===== src/rtl/wb_stage_pipe.sv =====
// wb_stage_pipe
//   Writeback stage between EXE and the register file. Each accepted beat
//   has its result selected (ALU, extracted and extended memory load, or
//   link address) and is held in a 2-entry in-order skid buffer until the
//   register-file side takes it.
//
// Ports
//   clk          : clock, rising edge
//   rst          : asynchronous active-low reset
//   in_valid     : upstream beat valid
//   in_ready     : registered; this stage accepts a beat this cycle
//   in_res_sel   : result source 0 ALU, 1 memory, 2 link, 3 ALU
//   in_reg_write : register-write request
//   in_dest      : destination register
//   in_alu       : ALU result
//   in_mem       : raw memory read word
//   in_link      : return address
//   in_ld_size   : 0 byte, 1 half, 2 word(32b), 3 full DATA_W
//   in_ld_signed : 1 sign-extend, 0 zero-extend
//   in_byte_off  : load address low bits
//   out_ready    : register-file side accepts a beat
//   out_valid    : writeback beat valid
//   wr_en        : register-file write strobe (suppressed for dest 0)
//   wr_dest      : write address (oldest entry)
//   wr_data      : write data (oldest entry)
//   retire_cnt   : number of emitted beats, wraps
module wb_stage_pipe #(
  parameter  int unsigned DATA_W = 32,
  parameter  int unsigned REG_AW = 5,
  parameter  int unsigned CNT_W  = 32,
  localparam int unsigned OFF_W  = $clog2(DATA_W / 8)
) (
  input  logic              clk,
  input  logic              rst,
  input  logic              in_valid,
  output logic              in_ready,
  input  logic [1:0]        in_res_sel,
  input  logic              in_reg_write,
  input  logic [REG_AW-1:0] in_dest,
  input  logic [DATA_W-1:0] in_alu,
  input  logic [DATA_W-1:0] in_mem,
  input  logic [DATA_W-1:0] in_link,
  input  logic [1:0]        in_ld_size,
  input  logic              in_ld_signed,
  input  logic [OFF_W-1:0]  in_byte_off,
  input  logic              out_ready,
  output logic              out_valid,
  output logic              wr_en,
  output logic [REG_AW-1:0] wr_dest,
  output logic [DATA_W-1:0] wr_data,
  output logic [CNT_W-1:0]  retire_cnt
);

  typedef enum logic [1:0] {
    S_EMPTY = 2'd0,
    S_ONE   = 2'd1,
    S_TWO   = 2'd2
  } state_t;

  state_t r_state;
  state_t w_state_nxt;

  logic              r_in_ready;
  logic [CNT_W-1:0]  r_retire_cnt;

  // Slot 0 is always the oldest entry; slot 1 is only meaningful in S_TWO.
  logic [1:0][DATA_W-1:0] r_data;
  logic [1:0][REG_AW-1:0] r_dest;
  logic [1:0]             r_we;

  logic              w_accept;
  logic              w_emit;
  logic              w_out_valid;
  logic [OFF_W-1:0]  w_off_half;
  logic [OFF_W-1:0]  w_off_word;
  logic [7:0]        w_byte;
  logic [15:0]       w_half;
  logic [31:0]       w_word;
  logic [DATA_W-1:0] w_mem_res;
  logic [DATA_W-1:0] w_result;

  // ---------------------------------------------------------------------------
  // Result formation
  // ---------------------------------------------------------------------------
  assign w_off_half = in_byte_off & ~OFF_W'(1);
  assign w_off_word = in_byte_off & ~OFF_W'(3);

  assign w_byte = in_mem[{in_byte_off, 3'b000} +: 8];
  assign w_half = in_mem[{w_off_half,  3'b000} +: 16];
  assign w_word = in_mem[{w_off_word,  3'b000} +: 32];

  // Fill the whole word with the extension bit, then overlay the lane.
  // For DATA_W=32 the word case already covers the full width, so size 3
  // and size 2 give the same value.
  always_comb begin
    w_mem_res = in_mem;
    case (in_ld_size)
      2'd0: begin
        w_mem_res      = {DATA_W{in_ld_signed & w_byte[7]}};
        w_mem_res[7:0] = w_byte;
      end
      2'd1: begin
        w_mem_res       = {DATA_W{in_ld_signed & w_half[15]}};
        w_mem_res[15:0] = w_half;
      end
      2'd2: begin
        w_mem_res       = {DATA_W{in_ld_signed & w_word[31]}};
        w_mem_res[31:0] = w_word;
      end
      default: w_mem_res = in_mem;
    endcase
  end

  always_comb begin
    w_result = in_alu;
    case (in_res_sel)
      2'd1:    w_result = w_mem_res;
      2'd2:    w_result = in_link;
      default: w_result = in_alu;
    endcase
  end

  // ---------------------------------------------------------------------------
  // Handshake and state machine
  // ---------------------------------------------------------------------------
  assign w_out_valid = (r_state != S_EMPTY);
  assign w_accept    = in_valid & r_in_ready;
  assign w_emit      = w_out_valid & out_ready;

  always_ff @(posedge clk or negedge rst) begin
    if (!rst) begin
      r_state <= S_EMPTY;
    end else begin
      r_state <= w_state_nxt;
    end
  end

  always_comb begin
    w_state_nxt = r_state;
    case (r_state)
      S_EMPTY: begin
        if (w_accept) w_state_nxt = S_ONE;
      end
      S_ONE: begin
        if (w_accept && !w_emit)      w_state_nxt = S_TWO;
        else if (!w_accept && w_emit) w_state_nxt = S_EMPTY;
      end
      S_TWO: begin
        if (w_emit) w_state_nxt = S_ONE;
      end
      default: w_state_nxt = S_EMPTY;
    endcase
  end

  // in_ready is registered from the next state, so it is already low in
  // S_TWO and no accept can arrive while both slots are full.
  always_ff @(posedge clk or negedge rst) begin
    if (!rst) begin
      r_in_ready <= 1'b0;
    end else begin
      r_in_ready <= (w_state_nxt != S_TWO);
    end
  end

  // ---------------------------------------------------------------------------
  // Storage
  // ---------------------------------------------------------------------------
  always_ff @(posedge clk or negedge rst) begin
    if (!rst) begin
      r_data <= '0;
      r_dest <= '0;
      r_we   <= '0;
    end else begin
      case (r_state)
        S_EMPTY: begin
          if (w_accept) begin
            r_data[0] <= w_result;
            r_dest[0] <= in_dest;
            r_we[0]   <= in_reg_write;
          end
        end
        S_ONE: begin
          // On simultaneous accept and emit the new beat replaces the head.
          if (w_accept && w_emit) begin
            r_data[0] <= w_result;
            r_dest[0] <= in_dest;
            r_we[0]   <= in_reg_write;
          end else if (w_accept) begin
            r_data[1] <= w_result;
            r_dest[1] <= in_dest;
            r_we[1]   <= in_reg_write;
          end
        end
        S_TWO: begin
          if (w_emit) begin
            r_data[0] <= r_data[1];
            r_dest[0] <= r_dest[1];
            r_we[0]   <= r_we[1];
          end
        end
        default: ;
      endcase
    end
  end

  always_ff @(posedge clk or negedge rst) begin
    if (!rst) begin
      r_retire_cnt <= '0;
    end else if (w_emit) begin
      r_retire_cnt <= r_retire_cnt + CNT_W'(1);
    end
  end

  // ---------------------------------------------------------------------------
  // Outputs
  // ---------------------------------------------------------------------------
  assign in_ready   = r_in_ready;
  assign out_valid  = w_out_valid;
  assign wr_en      = w_emit & r_we[0] & (r_dest[0] != '0);
  assign wr_dest    = r_dest[0];
  assign wr_data    = r_data[0];
  assign retire_cnt = r_retire_cnt;

endmodule


===== config.mk =====
export PLATFORM = sky130hd
export DESIGN_NAME = wb_stage_pipe
export DESIGN_NICKNAME = d
export VERILOG_FILES = /design/src/rtl/wb_stage_pipe.sv
export SDC_FILE = /design/constraint.sdc
export NUM_CORES = 1
export LEC_CHECK = 0
export CAP_MARGIN = 0
export CORE_MARGIN = 1.5
export CORE_UTILIZATION = 44
export DETAILED_ROUTE_END_ITERATION = 6
export PLACE_DENSITY = 0.77
export SETUP_SLACK_MARGIN = 0.15
export SYNTH_ARGS = -nofsm -noshare
export SYNTH_HDL_FRONTEND = slang
export SYNTH_SLANG_ARGS = --single-unit

===== constraint.sdc =====
create_clock -name clk -period 1.7 [get_ports clk]
set_input_delay 0.34 -clock clk [delete_from_list [all_inputs] [get_ports clk]]
set_output_delay 0.34 -clock clk [all_outputs]
set_load 0.02 [all_outputs]

Word level (Yosys, flattened, before mapping)

Index checks and enable logic that the tools add are counted.

Bits in registers: 111
Latch bits: 0
Bits in writable memories: 0
ROM bits: 0
Input bits: 113
Memories: 0

Add/subtract/negate cells: 1
Multiply operators: 0
Divide/modulo/power cells: 0
Magnitude comparators: 0
Equality and inequality tests: 9
Shift-type cells: 2
Mux-type cells: 19
Bitwise operators: 7
Reductions and logical operators: 12

Operators by type and width:

| cell                    | count |
|---|---|
| $pmux W32 S2            | 2 |
| $mux W32                | 3 |
| $pmux W32 S3            | 1 |
| $add A32 B1 Y32 const B | 1 |
| $shiftx A32 B6 Y16      | 1 |
| $shiftx A32 B6 Y8       | 1 |
| $mux W5                 | 3 |
| $pmux W5 S3             | 1 |
| $mux W2                 | 4 |
| $ne A2 B2 Y1 const B    | 4 |
| $and A1 B1 Y1           | 6 |
| $eq A2 B1 Y1 const B    | 3 |
| $pmux W2 S3             | 1 |
| $reduce_bool A5 Y1      | 1 |
| $eq A2 B2 Y1 const B    | 2 |
| $logic_not A2 Y1        | 2 |
| $reduce_and A4 Y1       | 1 |
| $logic_and A1 B1 Y1     | 3 |
| $mux W1                 | 3 |
| $pmux W1 S3             | 1 |
| $reduce_and A3 Y1       | 1 |
| $reduce_bool A3 Y1      | 1 |
| $logic_not A1 Y1        | 2 |
| $reduce_bool A2 Y1      | 1 |
| $not A1 Y1              | 1 |

Longest topological paths before layout

Gate-level depths: netlist of run 1.

Depth after elaboration: 7
Mapped depth: 9
Mapped depth without buffers: 7

Worst setup path before layout of run 1

No wires, ideal clock.

Kind: register -> register
Start point: register r_retire_cnt[0], in the netlist retire_cnt[0]
End point: register r_retire_cnt[30], in the netlist retire_cnt[30]
Library setup time: 80 ps
Arrival: 1735 ps
Required time: 1620 ps
Slack: -115 ps
Cell stages (with the launch flop): 8
Buffers on the path: 1
Clock period less this slack: 1815 ps
Cell sequence: dfrtp_1 ha_1 o2111a_2 nand4_2 or2_1 clkbuf_1 nor3_1 xor2_1

Word-level cells in the longest chain between the ends: 1

RTL lines:

| item                   | line | text |
|---|---|---|
| start, declared        | 64   | `logic [CNT_W-1:0] r_retire_cnt;` |
| start signal, assigned | 210  | `r_retire_cnt <= r_retire_cnt + CNT_W'(1);` |
| $add A32 B1 Y32        | 210  |  |

No other way between the ends.
A chain may end at the register's enable or synchronous reset.

Worst setup path after layout of run 1

Start point: register r_state[0]
End point: register r_dest, in the netlist wr_dest[4]

Word-level cells in the longest chain between the ends: 5

RTL lines:

| item                        | line | text |
|---|---|---|
| start, declared             | 60   | `state_t r_state;` |
| start signal, assigned      | 134  | `r_state <= w_state_nxt;` |
| $reduce_bool A2 Y1          | 126  | `assign w_out_valid = (r_state != S_EMPTY);` |
| $and A1 B1 Y1               | 128  | `assign w_emit = w_out_valid & out_ready;` |
| $logic_and A1 B1 Y1         | 184  | `if (w_accept && w_emit) begin` |
| $ne A2 B2 Y1 (no line)      | -    |  |
| $reduce_and A4 Y1 (no line) | -    |  |
| end, declared               | 68   | `logic [1:0][REG_AW-1:0] r_dest;` |

Parallel ways exist; a longest one is shown, timed or not.

==> qor.yml, run 1 <==
status:
  status: "finished, violations left"
  violations: "negative setup slack"
sta:
  worstMarginPinSlew_ns: 0.542
  setup_slack_ns: -0.210
  period_minus_slack_ns: 1.91
  max_freq_mhz: 524
  hold_violations: 0
  timing.final.crit_share_pct: 112
  maxSlewHeadroom_pct: 63.8
  finalSetupViolCount: 69
  slew_violations: 0
  clock_skew_ns: 0.00815
  rsz0062_at_grt: "yes"
power:
  p_sw_share_pct: 40.3
  internal_power_uw: 8280
  power_density_nw_per_um2: 1210
  pwr-share-seq_pct: 33.1
  peakVddDrop_uv: 727
  switchingPower_uw: 5580
  p_leak_uw: 0.00511
  p_clk_share_pct: 15.1
  comb_power_share_pct: 51.8
global_routing:
  grt_max_degree: 51
  grt_pass1_wl_mm: 38.4
  grt_overflow: 0
  grt_usage_pct: 31.2
  antenna_found_initial: 0
  grt_pass1_vias: 7219
cts:
  clkTransAtPathRegs_ns: 0.07
  root_buffer: "clkbuf_16"
  clockBufferDepth: 2
  cts_tree: "built"
  htreeDepth: 3
  numClockSinks: 111
  cts_made_buffers: 9
  clock_latency_ns: 0.36
yosys:
  yosysMostFrequentCell: "dfrtp_1"
  yosysTopAreaCell: "dfrtp_1"
  synth_top_area_share_pct: 42.4
  async_reset_ff_share_pct: 100
  syn_avg_cell_area_um2: 8.91
  synth_cell_types: 57
  synth_area_leaders: "dfrtp_1, nand2_1, nor2_1"
  synthesis.nets: 852
  seq_area_frac_synth_pct: 42.4
  yosys-top-cells-count: "dfrtp_1, nand2_1, nor2_1"
  syn_area_um2: 6560
  synth-seq-cells: 111
  syn_inst: 736
  synth-edff-count: 0
  synth_ff_type: "dfrtp_1"
  yosys_warnings: 0
setup_path:
  critPathSlowestCell: "dfrtp_1"
  path_class: "reg2reg"
  crit_arrival_ns: 2.17
  crit_chain: "buf_6, and2b_2, buf_6, o31ai_4, buf_6, buf_6, buf_12, buf_16, nor2_4, a31oi_1"
  worst_setup_path_end_kind: "register"
  cpPeakStageDelay_ns: 0.39
  cp_max_fo: 8
  path_buf_inv: 6
  worstPathRequired_ns: 1.96
  cp-start-kind: "register"
  critPathTopFamily: "buffers and inverters"
  crit_top_cell: "buf_6"
floorplan:
  initial_utilization_pct: 45.1
  die_w_um: 125
  ios: 185
  dieArea_um2: 15600
  fp-row-count: 44
  floorplan.core_area_um2: 14500
  dieHeight_um: 125
drt:
  route.detailed.drc: 0
  via_per_inst: 6.03
  wl_mm: 26.6
  wire_per_inst_um: 21.7
  dr_total_vias: 7370
  first_pass_iters: 5
  drt_iter0_drc: 550
  ant_nets: 0
place:
  dp_hpwl_mm: 15.6
  dp_slack_ns: -1.11
  place_congestion: 0.925
  portBuffers: 184
hold_path:
  holdCritPathClass: "in2async"
job:
  cap_violations: 0
finish:
  syn_to_final_growth_pct: 74.7
  drive_gt1_share_pct: 42.4
  antenna_cells: 0
  utilization_pct: 78.8
  nNetsFinal: 1150
[what timing repair did]
item	in CTS	in global routing
pin swaps	48	31
hold buffers	1	0
setup endpoints to repair	167	108
endpoints found under the hold margin	24	0
gates cloned	9	3
buffers inserted	33	13
gates resized for setup	300	102
[flip-flops by register name, indices dropped and copies added (netlist names)]
name	count
wr_dest	5
r_dest	5
wr_data	32
r_we	2
r_data	32
in_ready	1
r_state	2
retire_cnt	32
[final cells by class]
class / count / area (um^2)
Tap cell: 184 / 230
Clock inverter: 3 / 17.5
Sequential cell: 111 / 2800
Clock buffer: 13 / 260
Inverter: 12 / 45.0
Fill cell: 870 / 3080
Multi-Input combinational cell: 527 / 4330
Timing Repair Buffer: 373 / 3770
[path summary, 6_finish.rpt]
path	startpoint	to	slack, ns	depth (start not counted)
worst max register to register	r_state[0]$_DFF_PN0_	wr_dest[4]$_DFFE_PN0P_	-0.21	10
worst min-delay path	rst	retire_cnt[11]$_DFFE_PN0P_	0.44	2
min in group clk	retire_cnt[31]$_DFFE_PN0P_	retire_cnt[31]$_DFFE_PN0P_	0.46	1
worst max-delay path	r_state[0]$_DFF_PN0_	wr_dest[4]$_DFFE_PN0P_	-0.21	10
worst min register to register	retire_cnt[31]$_DFFE_PN0P_	retire_cnt[31]$_DFFE_PN0P_	0.46	1
max in group asynchronous	rst	retire_cnt[0]$_DFFE_PN0P_	0.62	3
[through the flow]
| stage | instances | total power, uW | cell area, um^2 | setup TNS (ns) | hold slack, ns |
|---|---|---|---|---|---|
| global route | 1223 | 14500 | 11500 | -11.71 | 0.472 |
| global placement | 1148 | 9560 | 9510 | -59.80 | 0.283 |
| detailed placement | 1148 | 9680 | 9510 | -63.81 | 0.292 |
| finish | 1223 | 13900 | 11500 | -6.54 | 0.445 |
| floorplan | 736 | 7600 | 6840 | 0 | 0.0444 |
| CTS | 1207 | 12900 | 10900 | -1.79 | 0.454 |
[cells in the final DEF (no fill, tap or decap), drive strengths merged, types with 13 or more instances in the layout]
master,instances
a21oi,37
a221oi,50
a31oi,19
buf,192
clkbuf,23
clkdlybuf4s50,97
dfrtp,111
dlygate4sd2,62
mux2i,17
nand2,104
nand3,21
nor2,99
o21ai,49
xnor2,18
xor2,13
[power by group through the flow]
stage / Clock, uW / Combinational (uW) / Sequential [uW]
floorplan: 0 / 3380 / 4220
global placement: 0 / 5290 / 4270
detailed placement: 0 / 5400 / 4280
CTS: 2080 / 6420 / 4390
global route: 2210 / 7570 / 4690
finish: 2100 / 7180 / 4590
[cells by family (layout without fill, tap and decap cells)]
logic type	count (synthesis)	after routing	share of synthesized area, %
simple gates	277	277	19.0
mux	20	20	3.11
buf+inv	98	401	8.28
xor+xnor	31	31	4.14
flops	111	111	42.4
compound gates	196	196	22.5
fa+ha+maj	3	3	0.573
[layer usage]
layer | global-route usage, % | wire length, um
met5 | 0 | 0
met4 | 15.1 | 1340
met3 | 5.99 | 2310
met2 | 53.2 | 12900
met1 | 38.0 | 10000
Power figures use the tool's default switching activity.
==> run 2: changes to the inputs <==
--- a/config.mk
+++ b/config.mk
@@ -5,7 +5,7 @@
 export SDC_FILE = /design/constraint.sdc
 export NUM_CORES = 1
 export LEC_CHECK = 0
-export CAP_MARGIN = 0
+export CAP_MARGIN = 20
 export CORE_MARGIN = 1.5
 export CORE_UTILIZATION = 44
 export DETAILED_ROUTE_END_ITERATION = 6
==> results of run 2 <==
No change in the layout: final DEF, timing and power equal those of run 1.
==> run 3: changes to the inputs <==
--- a/config.mk
+++ b/config.mk
@@ -9,6 +9,7 @@
 export CORE_MARGIN = 1.5
 export CORE_UTILIZATION = 44
 export DETAILED_ROUTE_END_ITERATION = 6
+export HOLD_SLACK_MARGIN = 0.08
 export PLACE_DENSITY = 0.77
 export SETUP_SLACK_MARGIN = 0.15
 export SYNTH_ARGS = -nofsm -noshare
==> results of run 3 <==
No change in the layout: final DEF, timing and power equal those of run 1.
